==> src/rtl/gon_bus_if.sv <==
// rtl/gon_bus_if.sv - source/GLB handshake bundle for the global output network
interface gon_bus_if #(
  parameter int DATA_BITWIDTH = 16,
  parameter int SLV_NUM       = 6,
  parameter int FIFO_PTR_BW   = 2
);
  logic [SLV_NUM*DATA_BITWIDTH-1:0] i_data;
  logic [SLV_NUM-1:0]               i_valid;
  logic [SLV_NUM-1:0]               o_ready;
  logic                             i_ready;
  logic                             o_valid;
  logic [DATA_BITWIDTH-1:0]         o_data;
  logic [2:0]                       o_tag;
  logic [FIFO_PTR_BW:0]             o_count;

  modport slave (
    input  i_data, i_valid, i_ready,
    output o_ready, o_valid, o_data, o_tag, o_count
  );

  modport master (
    output i_data, i_valid, i_ready,
    input  o_ready, o_valid, o_data, o_tag, o_count
  );
endinterface

==> src/rtl/gon_bus.sv <==
// rtl/gon_bus.sv - round-robin PE-row collector into an FWFT FIFO toward the GLB (optional GON_STALL_CNT_EN)
module gon_bus #(
  parameter int DATA_BITWIDTH = 16,
  parameter int SLV_NUM       = 6,
  parameter int FIFO_PTR_BW   = 2
) (
  input  logic      i_clk,
  input  logic      i_rst,
  gon_bus_if.slave  bus
`ifdef GON_STALL_CNT_EN
  ,
  output logic [15:0] o_stall_cnt
`endif
);

  localparam int DEPTH = 1 << FIFO_PTR_BW;
  localparam logic [FIFO_PTR_BW:0] DEPTH_C = {1'b1, {FIFO_PTR_BW{1'b0}}};

  logic [2:0]               last_grant_q;
  logic [FIFO_PTR_BW-1:0]   wr_ptr_q;
  logic [FIFO_PTR_BW-1:0]   rd_ptr_q;
  logic [FIFO_PTR_BW:0]     count_q;
  logic [FIFO_PTR_BW:0]     count_d;
  logic [DATA_BITWIDTH-1:0] data_mem_q [DEPTH];
  logic [2:0]               tag_mem_q  [DEPTH];

  logic [SLV_NUM-1:0]       grant;
  logic [2:0]               grant_id;
  logic [2:0]               scan_idx;
  logic                     found;
  logic [DATA_BITWIDTH-1:0] grant_data;
  logic                     full;
  logic                     push;
  logic                     pop;

  // Full is judged on the registered count only, so a pop never frees a slot in the same cycle
  assign full = (count_q == DEPTH_C);

  // Round-robin scan starting just after the previous winner; held off while full or in reset
  always_comb begin
    grant    = '0;
    grant_id = '0;
    scan_idx = '0;
    found    = 1'b0;
    if (!i_rst && !full) begin
      for (int j = 1; j <= SLV_NUM; j++) begin
        scan_idx = 3'((int'(last_grant_q) + j) % SLV_NUM);
        if (!found && bus.i_valid[scan_idx]) begin
          found           = 1'b1;
          grant_id        = scan_idx;
          grant[scan_idx] = 1'b1;
        end
      end
    end
  end

  assign grant_data = DATA_BITWIDTH'(bus.i_data >> (DATA_BITWIDTH * int'(grant_id)));
  assign push       = |(bus.i_valid & grant);
  assign pop        = (count_q != '0) && bus.i_ready;

  // Occupancy next state: push and pop together leave the count unchanged
  always_comb begin
    count_d = count_q;
    case ({push, pop})
      2'b10:   count_d = count_q + 1'b1;
      2'b01:   count_d = count_q - 1'b1;
      default: count_d = count_q;
    endcase
  end

  // FIFO storage, pointers, occupancy and round-robin history
  always_ff @(posedge i_clk or posedge i_rst) begin
    if (i_rst) begin
      last_grant_q <= 3'(SLV_NUM - 1);
      wr_ptr_q     <= '0;
      rd_ptr_q     <= '0;
      count_q      <= '0;
      for (int e = 0; e < DEPTH; e++) begin
        data_mem_q[e] <= '0;
        tag_mem_q[e]  <= '0;
      end
    end else begin
      if (push) begin
        data_mem_q[wr_ptr_q] <= grant_data;
        tag_mem_q[wr_ptr_q]  <= grant_id;
        wr_ptr_q             <= wr_ptr_q + 1'b1;
        last_grant_q         <= grant_id;
      end
      if (pop) begin
        rd_ptr_q <= rd_ptr_q + 1'b1;
      end
      count_q <= count_d;
    end
  end

  assign bus.o_ready = grant;
  assign bus.o_valid = (count_q != '0);
  assign bus.o_data  = data_mem_q[rd_ptr_q];
  assign bus.o_tag   = tag_mem_q[rd_ptr_q];
  assign bus.o_count = count_q;

`ifdef GON_STALL_CNT_EN
  logic [15:0] stall_cnt_q;

  // Saturating count of cycles where some source is waiting on a full FIFO
  always_ff @(posedge i_clk or posedge i_rst) begin
    if (i_rst) begin
      stall_cnt_q <= '0;
    end else if ((|bus.i_valid) && full && (stall_cnt_q != 16'hFFFF)) begin
      stall_cnt_q <= stall_cnt_q + 16'd1;
    end
  end

  assign o_stall_cnt = stall_cnt_q;
`endif

endmodule

==> src/flat_wrapper.sv <==
// flat-port wrapper written by rule: the top's interface ports become plain ports
module gon_bus_flat 
#(
  parameter int DATA_BITWIDTH = 16,
  parameter int SLV_NUM       = 6,
  parameter int FIFO_PTR_BW   = 2
)
  (i_clk, i_rst, bus_i_data, bus_i_valid, bus_i_ready, bus_o_ready, bus_o_valid, bus_o_data, bus_o_tag, bus_o_count);
  gon_bus_if #(.DATA_BITWIDTH(DATA_BITWIDTH), .SLV_NUM(SLV_NUM), .FIFO_PTR_BW(FIFO_PTR_BW)) bus_i ();
  input  logic i_clk;
  input  logic i_rst;
  input wire logic [$bits(bus_i.i_data)-1:0] bus_i_data;
  input wire logic [$bits(bus_i.i_valid)-1:0] bus_i_valid;
  input wire logic [$bits(bus_i.i_ready)-1:0] bus_i_ready;
  output wire logic [$bits(bus_i.o_ready)-1:0] bus_o_ready;
  output wire logic [$bits(bus_i.o_valid)-1:0] bus_o_valid;
  output wire logic [$bits(bus_i.o_data)-1:0] bus_o_data;
  output wire logic [$bits(bus_i.o_tag)-1:0] bus_o_tag;
  output wire logic [$bits(bus_i.o_count)-1:0] bus_o_count;
  assign bus_i.i_data = bus_i_data;
  assign bus_i.i_valid = bus_i_valid;
  assign bus_i.i_ready = bus_i_ready;
  assign bus_o_ready = bus_i.o_ready;
  assign bus_o_valid = bus_i.o_valid;
  assign bus_o_data = bus_i.o_data;
  assign bus_o_tag = bus_i.o_tag;
  assign bus_o_count = bus_i.o_count;
  gon_bus #(.DATA_BITWIDTH(DATA_BITWIDTH), .SLV_NUM(SLV_NUM), .FIFO_PTR_BW(FIFO_PTR_BW)) u_core (.i_clk(i_clk), .i_rst(i_rst), .bus(bus_i));
endmodule
==> config.mk <==
export PLATFORM = sky130hd
export DESIGN_NAME = gon_bus_flat
export DESIGN_NICKNAME = d
export VERILOG_FILES = /design/src/rtl/gon_bus_if.sv /design/src/rtl/gon_bus.sv /design/src/flat_wrapper.sv
export SDC_FILE = /design/constraint.sdc
export NUM_CORES = 1
export LEC_CHECK = 0
export BUFFER_PORTS_ARGS = -buffer_cell sky130_fd_sc_hd__buf_2
export CAP_MARGIN = 5
export CORE_UTILIZATION = 60
export CTS_BUF_LIST = sky130_fd_sc_hd__clkbuf_16
export CTS_CLUSTER_SIZE = 14
export DETAILED_ROUTE_END_ITERATION = 7
export GPL_TIMING_DRIVEN = 0
export PLACE_DENSITY = 0.93
export SYNTH_ARGS = -nofsm -noshare
export SYNTH_HDL_FRONTEND = slang
export SYNTH_SLANG_ARGS = --single-unit
==> constraint.sdc <==
create_clock -name i_clk -period 10.7 [get_ports i_clk]
set_input_delay 2.14 -clock i_clk [delete_from_list [all_inputs] [get_ports i_clk]]
set_output_delay 2.14 -clock i_clk [all_outputs]
set_load 0.03 [all_outputs]
Word level (Yosys, flattened, before mapping)
Cells that the tools add are included.
Word-level totals
  bits in registers: 86
  bits of input ports: 105
  output and inout bits: 29
  word-level logic and storage cells: 145
Cells by class
  $add $sub $neg: 10
  divide/modulo/power cells: 6
  magnitude comparators: 15
  eq/ne operators: 3
  shift-type cells: 1
  muxes and demuxes: 66
  bitwise logic cells: 8
  reductions and logical operators: 24
Operator list (number)
  remainder unit 32 x 4 -> 32 bit (second input constant): 6
  >> shifter 96 x 7 -> 16 bit: 1
  two-way mux 6 bit: 12
  bitwise mux 64 bit: 1
  two-way mux 16 bit: 3
  binary-select mux 16 bit (select 2 bit): 1
  demux 16 bit (select 2 bit): 1
  two-way mux 3 bit: 10
  bitwise OR 6 bit: 5
  < comparator 3 x 4 -> 1 bit (second input constant): 6
  two-way mux 1 bit: 22
  binary-select mux 1 bit (select 3 bit): 6
  demux 1 bit (select 3 bit): 6
  >= comparator 3 x 1 -> 1 bit (second input constant): 6
  logical AND 1 bit: 14
  adder 3 x 3 -> 4 bit (second input constant): 3
  bitwise mux 12 bit: 1
  adder 3 x 2 -> 4 bit (second input constant): 2
  zero test 1 bit: 7
  bitwise AND 6 bit: 1
  binary-select mux 3 bit (select 2 bit): 1
  demux 3 bit (select 2 bit): 1
  >= comparator 3 bit (second input constant): 2
  NOT 2 -> 3 bit: 2
  12 further kinds: 13

Depth between registers and ports, before layout
Gate-level depths: netlist of run 1.
  depth in word-level cells: 30
  mapped depth: 23
  gate-level depth less buffers: 20

Least setup slack after synthesis of run 1
No wires, ideal clock.
  kind: in2out
  start: input i_rst
  end: output bus_o_ready[5]
  data arrival time: 5.106 ns
  data required time: 8.560 ns
  path slack: 3.454 ns
  stages: 3
  cells stage by stage: inv_1 -> nand2_1 -> a211oi_1
On the way
  longest elaborated chain between the ends: 3
Ends and longest elaborated chain
  from (decl): RTL line flat_wrapper.sv:11  | input logic i_rst;
  zero test 1 bit: RTL line gon_bus.sv:45  | if (!i_rst && !full) begin
  logical AND 1 bit: RTL line gon_bus.sv:45
  two-way mux 6 bit: RTL line gon_bus.sv:45
  to (decl): RTL line flat_wrapper.sv:15  | output wire logic [$bits(bus_i.o_ready)-1:0] bus_o_ready;
No other way between the ends.

Worst setup path after layout of run 1
  start: input bus_i_valid[2]
  end: output bus_o_ready[4]
On the way
  longest elaborated chain between the ends: 24
  elaborated cells on any way between the ends: 49
  those cells by class: mux (34); bitwise (5); reduce/logical (10)
Ends and longest elaborated chain
  from (decl): RTL line flat_wrapper.sv:13  | input wire logic [$bits(bus_i.i_valid)-1:0] bus_i_valid;
  binary-select mux 1 bit (select 3 bit): RTL line gon_bus.sv:48  | if (!found && bus.i_valid[scan_idx]) begin
  two-way mux 1 bit (implied by the code): RTL line gon_bus.sv:48
  two-way mux 1 bit: RTL line gon_bus.sv:48
  two-way mux 1 bit: RTL line gon_bus.sv:45
  zero test 1 bit: RTL line gon_bus.sv:48
  logical AND 1 bit: RTL line gon_bus.sv:48
  two-way mux 1 bit: RTL line gon_bus.sv:48
  two-way mux 1 bit: RTL line gon_bus.sv:45
  (+8 left out)
  zero test 1 bit: RTL line gon_bus.sv:48
  logical AND 1 bit: RTL line gon_bus.sv:48
  two-way mux 1 bit: RTL line gon_bus.sv:48
  two-way mux 1 bit: RTL line gon_bus.sv:45
  zero test 1 bit: RTL line gon_bus.sv:48
  logical AND 1 bit: RTL line gon_bus.sv:48
  two-way mux 6 bit *: RTL line gon_bus.sv:48
  two-way mux 6 bit *: RTL line gon_bus.sv:45
Mark *: on every way between the ends. The rest lies on a longest branch, timed or not. The select of a mux whose other input is x is not followed.

==> impl_metrics.tcl, run 1 <==
set metrics [dict create \
    multiInputGateArea_mm2 0.00372 \
    wl_met2_um 9290 \
    finalClockSkew_ps 10.8 \
    area_delta_synth_final_pct 19.0 \
    drive_gt1_share_pct 45.5 \
    num_vias 5445 \
    ctsHoldBuffers 0 \
    yosysUniqueCellTypes 82 \
    place_hpwl_um 14100 \
    synth_warnings 0 \
    cts_sinks 86 \
    wl_met1_um 7020 \
    io_pins 134 \
    postSynthAreaPerCell_um2 11.7 \
    clockRootBuffer "clkbuf_16" \
    cap_viol_max_count 0 \
    rows 36 \
    tns_ps 0 \
    status "finished, final reports clean" \
    viasPerCell 6.72 \
    route.met3.wl_um 1860 \
    dp_cells 795 \
    synth_simple_gate_area_share_pct 8.99 \
    end_kind "output port" \
    final_util_pct 74.5 \
    critical_path_peak_fanout 10 \
    fin_crit_sh_pct 66.1 \
    die_w_um 103 \
    clkTransAtPathRegs_ps 60 \
    diodes 0 \
    fp.coreArea_mm2 0.00986 \
    synthXorXnorAreaFrac_pct 1.98 \
    cts.htree.levels 3 \
    worstPathArrival_ps 4930 \
    antenna_found_initial 0 \
    ant_nets 0 \
    synth_nets 649 \
    stdcell_count 810 \
    synth_edf_count 0 \
    routed_wl_um 19000 \
    route.detailed.drc 0 \
    post_drt_wl_per_cell_um 23.5 \
    rsz0062_at_grt "false" \
    synth.area.mux_share_pct 28.0 \
    grt_pass1_vias 5382 \
    port-buffer-count 133 \
    synth.cell_area_mm2 0.00618 \
    start_util_pct 62.6 \
    synth_compound_area_share_pct 17.9 \
    clk_latency_ps 340 \
    path_class "primary input to output port" \
    die-area_mm2 0.0107 \
    track_usage_pct 36.5 \
    ys_ff_latch 86 \
    cts_made_buffers 9 \
    synth_fa_ha_area_share_pct 3.36 \
    ys.flop_type "dfrtp_1" \
    fmax_mhz 141 \
    yosysSeqAreaShare_pct 34.9 \
    final_net_count 794 \
    synth_top_family_by_area "multiplexers" \
    seq_area_mm2 0.00215 \
    r2r_slack_ps 4970 \
    layout_commonest_cell "buf_2" \
    min_path_type "flip-flop to flip-flop" \
    grt.overflow.total 0 \
    synth_cells 528 \
    async_flop_share_pct 100 \
    worst_slew_pin_slew_ps 1010 \
    drt_iter0_drc 425 \
    maxSlewViolCount 0 \
    post_cts_resized 0 \
    fillers 615 \
    drtPass1Iterations 5 \
    start_kind "primary input" \
    die_h_um 103 \
    finalHoldViolCount 0 \
    grt_max_degree 82 \
    postCtsSetupRepairBufs 0 \
    worstPathRequired_ps 8560 \
    highest-signal-layer "met4" \
    clock_path_buffers 2 \
    final_cell_mix "147 x buf_2, 84 x dfrtp_1, 74 x mux2_2" \
    finalSetupViolations 0 \
    grt_pass1_wl_um 28400 \
    relSlewSlack_pct 33.0 \
    min_period_ps 7070 \
    cts_tree "built" \
    gp_congestion 0.907 \
]
[metrics by stage]
step	setup slack [ps]	cell area, µm²	hold slack (ps)
3_3_place_gp	2870	7010	470
3_5_place_dp	3690	7040	489
5_1_grt	3480	7350	518
4_1_cts	3690	7350	502
6_report	3630	7350	505
2_1_floorplan	3450	6180	459
[cell type report]
cell class | instances | area share, %
clock buffers | 9 | 3.06
repair buffers | 134 | 9.43
clock inverters | 6 | 1.17
plain buffers | 41 | 3.42
multi-input cells | 387 | 50.6
flip-flops and latches | 86 | 29.3
well taps | 133 | 2.26
inverters | 14 | 0.749
[synthesized netlist by cell type (all sizes together), types with 3 or more instances]
cell type  instances  area (µm²)
a21oi              8        43.8
nor3b              5        37.5
nand3              7        35.0
nand2b             5        31.3
a21boi            17         128
a2111oi           18         220
mux2i             41         423
and2               5        31.3
nand4              3        25.0
or3                4        25.0
dfrtp             84        2100
a221oi            17         218
a211oi             3        22.5
inv               14        52.6
ha                15         188
a22o               6        52.6
nor3              10        50.1
mux4              20         450
xor2               4        42.6
nand2             22         120
o21ai             14        70.1
buf               28         201
mux2              76         856
xnor2              7        80.1
clkbuf            13        50.0
nor2              25        96.4
o22ai              4        25.0
o21a               3        22.5
[routing by layer]
layer | up-vias | global-route usage [%]
met5 | - | 0
met4 | 0 | 18.6
met3 | 88 | 11.5
met2 | 352 | 57.3
met1 | 2656 | 45.5
li1 | 2349 | -
[worst paths after layout]
check	start	to	cells after the start
min in group asynchronous	i_rst	u_core.bus.o_count[0]$_DFFE_PP0P_	2
max in group asynchronous	i_rst	u_core.data_mem_q[16]$_DFFE_PP0P_	3
hold reg to reg	u_core.data_mem_q[26]$_DFFE_PP0P_	u_core.data_mem_q[26]$_DFFE_PP0P_	1
hold / removal	u_core.data_mem_q[26]$_DFFE_PP0P_	u_core.data_mem_q[26]$_DFFE_PP0P_	1
setup reg to reg	u_core.last_grant_q[0]$_DFFE_PP1P_	u_core.bus.o_count[2]$_DFFE_PP0P_	23
setup / recovery	bus_i_valid[2]	bus_o_ready[4]	12
[flip-flops by register name, summed over array words and instances (netlist names)]
name                 flops
u_core.data_mem_q       64
u_core.tag_mem_q        12
u_core.bus.o_count       3
u_core.last_grant_q      3
u_core.rd_ptr_q          2
u_core.wr_ptr_q          2
[kinds of logic after synthesis]
logic type	after synthesis
simple gates	100
fa+ha+maj	16
xor+xnor	11
buf+inv	55
mux	137
compound gates	123
flops	86
[critical path, cell delays in order]
cell	delay, ps
buf_2	120
mux2i_1	500
nor3b_1	100
o31a_1	340
nor2_2	170
buf_2	220
nand3_1	170
o311ai_0	600
nand2_1	120
o21ai_0	90
and2_1	140
buf_2	200
Power of run 1 is not shown: default switching activity piles up to over one toggle a cycle in this logic, so the estimate is an artifact.
==> run 2: changes to the inputs <==
- CORE_UTILIZATION: 60 -> 50
- PLACE_DENSITY: 0.93 -> 0.83
- clock period: 10.7 -> 5.9 ns (I/O delays scaled with it)
==> impl_metrics.tcl, run 2 (same netlist as run 1, synthesis figures left out) <==
set metrics [dict create \
    cts_sinks 86 \
    min_path_type "flip-flop to flip-flop" \
    seq_area_mm2 0.00215 \
    start_util_pct 51.4 \
    grt_pass1_vias 5121 \
    largest_register "u_core.data_mem_q" \
    max_stage_delay_ps 580 \
    fillers 948 \
    final_cell_mix "147 x buf_2, 84 x dfrtp_1, 74 x mux2_2" \
    dp_slack_ps 312 \
    top_regs "u_core.data_mem_q: 64 flops, u_core.tag_mem_q: 12 flops" \
    setup_ws_ps 265 \
    postCtsSetupRepairBufs 0 \
    final_net_count 794 \
    antenna_found_initial 2 \
    fin_crit_sh_pct 95.5 \
    clockRootBuffer "clkbuf_16" \
    rows 40 \
    place_hpwl_um 13700 \
    die_w_um 113 \
    clk_latency_ps 330 \
    grt.overflow.total 0 \
    drtPass1Iterations 5 \
    largest_register_ffs 64 \
    worst_slew_pin_slew_ps 930 \
    min_period_ps 5630 \
    area_delta_synth_final_pct 19.9 \
    cap_viol_max_count 0 \
    finalHoldViolCount 0 \
    path_class "flip-flop to flip-flop" \
    cp_cell_sequence "buf_6 -> buf_6 -> inv_2 -> ha_1 -> xor2_2 -> inv_1 -> ha_1 -> nand2b_1 -> o21ai_0 -> o311a_1 -> nand4_2 -> and3_1 -> a221oi_2 -> o22ai_1 -> a2111o_1 -> buf_6 -> inv_1 -> ha_1 -> inv_1 -> fa_1 -> xor2_1 -> nor2_1 -> xor2_1" \
    finalInstanceArea_mm2 0.00741 \
    rsz0062_at_grt "false" \
    status "finished, final reports clean" \
    drt_iter0_drc 445 \
    maxSlewViolCount 0 \
    diodes 0 \
    num_vias 5217 \
    ctsHoldBuffers 0 \
    postPlaceCellArea_mm2 0.00706 \
    fin_hold_ws_ps 505 \
    die-area_mm2 0.0128 \
    worstPathArrival_ps 5890 \
    io_pins 134 \
    route.detailed.drc 0 \
    relSlewSlack_pct 38.0 \
    multiInputGateArea_mm2 0.00372 \
    cts_made_buffers 9 \
    port-buffer-count 133 \
    finalClockSkew_ps 6.35 \
    clock_path_buffers 2 \
    drive_gt1_share_pct 45.7 \
    gp_congestion 0.967 \
    crit_slowest_cell "dfstp_2" \
    viasPerCell 6.32 \
    end_kind "flip-flop" \
    layout_commonest_cell "buf_2" \
    post_cts_resized 0 \
    cts_tree "built" \
    start_kind "flip-flop" \
    post_drt_wl_per_cell_um 21.8 \
    routed_wl_um 18000 \
    fp.coreArea_mm2 0.0120 \
    track_usage_pct 28.4 \
    critical_path_peak_fanout 10 \
    fmax_mhz 177 \
    grt_max_degree 55 \
    clkTransAtPathRegs_ps 60 \
    die_h_um 113 \
    cts.htree.levels 3 \
    grt_pass1_wl_um 27500 \
    finalSetupViolations 0 \
    worstPathRequired_ps 6160 \
    ant_nets 0 \
]
==> run 2: cell count changes in the layout (fill, tap and decap cells not counted) <==
cell       before  now
clkinv_2        1    0
inv_1          13   12
bufinv_16       2    3
inv_6           1    4
o311ai_0        2    1
o311ai_1        0    1
clkinv_4        1    0
==> run 2: through the flow <==
| stage | util [%] | cells | setup TNS (ps) |
|---|---|---|---|
| floorplan | - | 528 | 0 |
| global placement | 58.5 | 808 | -21290 |
| detailed placement | 58.8 | 809 | 0 |
| CTS | 61.7 | 825 | 0 |
| global route | 61.7 | 825 | 0 |
| finish | 61.7 | 825 | 0 |
==> run 2: final cells by class <==
cell class,count,area share (%)
Sequential cell,86,29.1
Buffer,41,3.39
Inverter,14,0.743
Timing Repair Buffer,134,9.36
Multi-Input combinational cell,387,50.2
Clock inverter,7,1.69
Tap cell,147,2.48
Clock buffer,9,3.04
==> run 2: path summary, 6_finish.rpt <==
check                                                endpoint  slack (ps)                                from  depth (start not counted)
hold / removal              u_core.data_mem_q[14]$_DFFE_PP0P_         500   u_core.data_mem_q[14]$_DFFE_PP0P_                          1
max in group asynchronous  u_core.last_grant_q[2]$_DFFE_PP1P_        4400                               i_rst                          3
setup reg to reg            u_core.bus.o_count[2]$_DFFE_PP0P_         270  u_core.last_grant_q[0]$_DFFE_PP1P_                         23
min in group asynchronous   u_core.bus.o_count[2]$_DFFE_PP0P_         870                               i_rst                          2
hold reg to reg             u_core.data_mem_q[14]$_DFFE_PP0P_         500   u_core.data_mem_q[14]$_DFFE_PP0P_                          1
setup / recovery            u_core.bus.o_count[2]$_DFFE_PP0P_         270  u_core.last_grant_q[0]$_DFFE_PP1P_                         23
==> run 2: routing by layer <==
metal / global-route usage [%] / share of wire (%) / vias up
met5: 0 / 0.072 / -
met4: 10.4 / 2.6 / 2
met3: 4.45 / 5.7 / 42
met2: 49.0 / 51 / 208
met1: 36.1 / 41 / 2625
li1: - / - / 2340
==> run 2: critical path, delay by kind of cell, from the launching register on <==
kind	cells	cell delay, ps
simple gates	4	930
xor+xnor	3	620
buf+inv	7	890
fa+ha+maj	4	1060
flops	1	580
compound gates	5	1480
Power of run 2 is left out for the same reason.
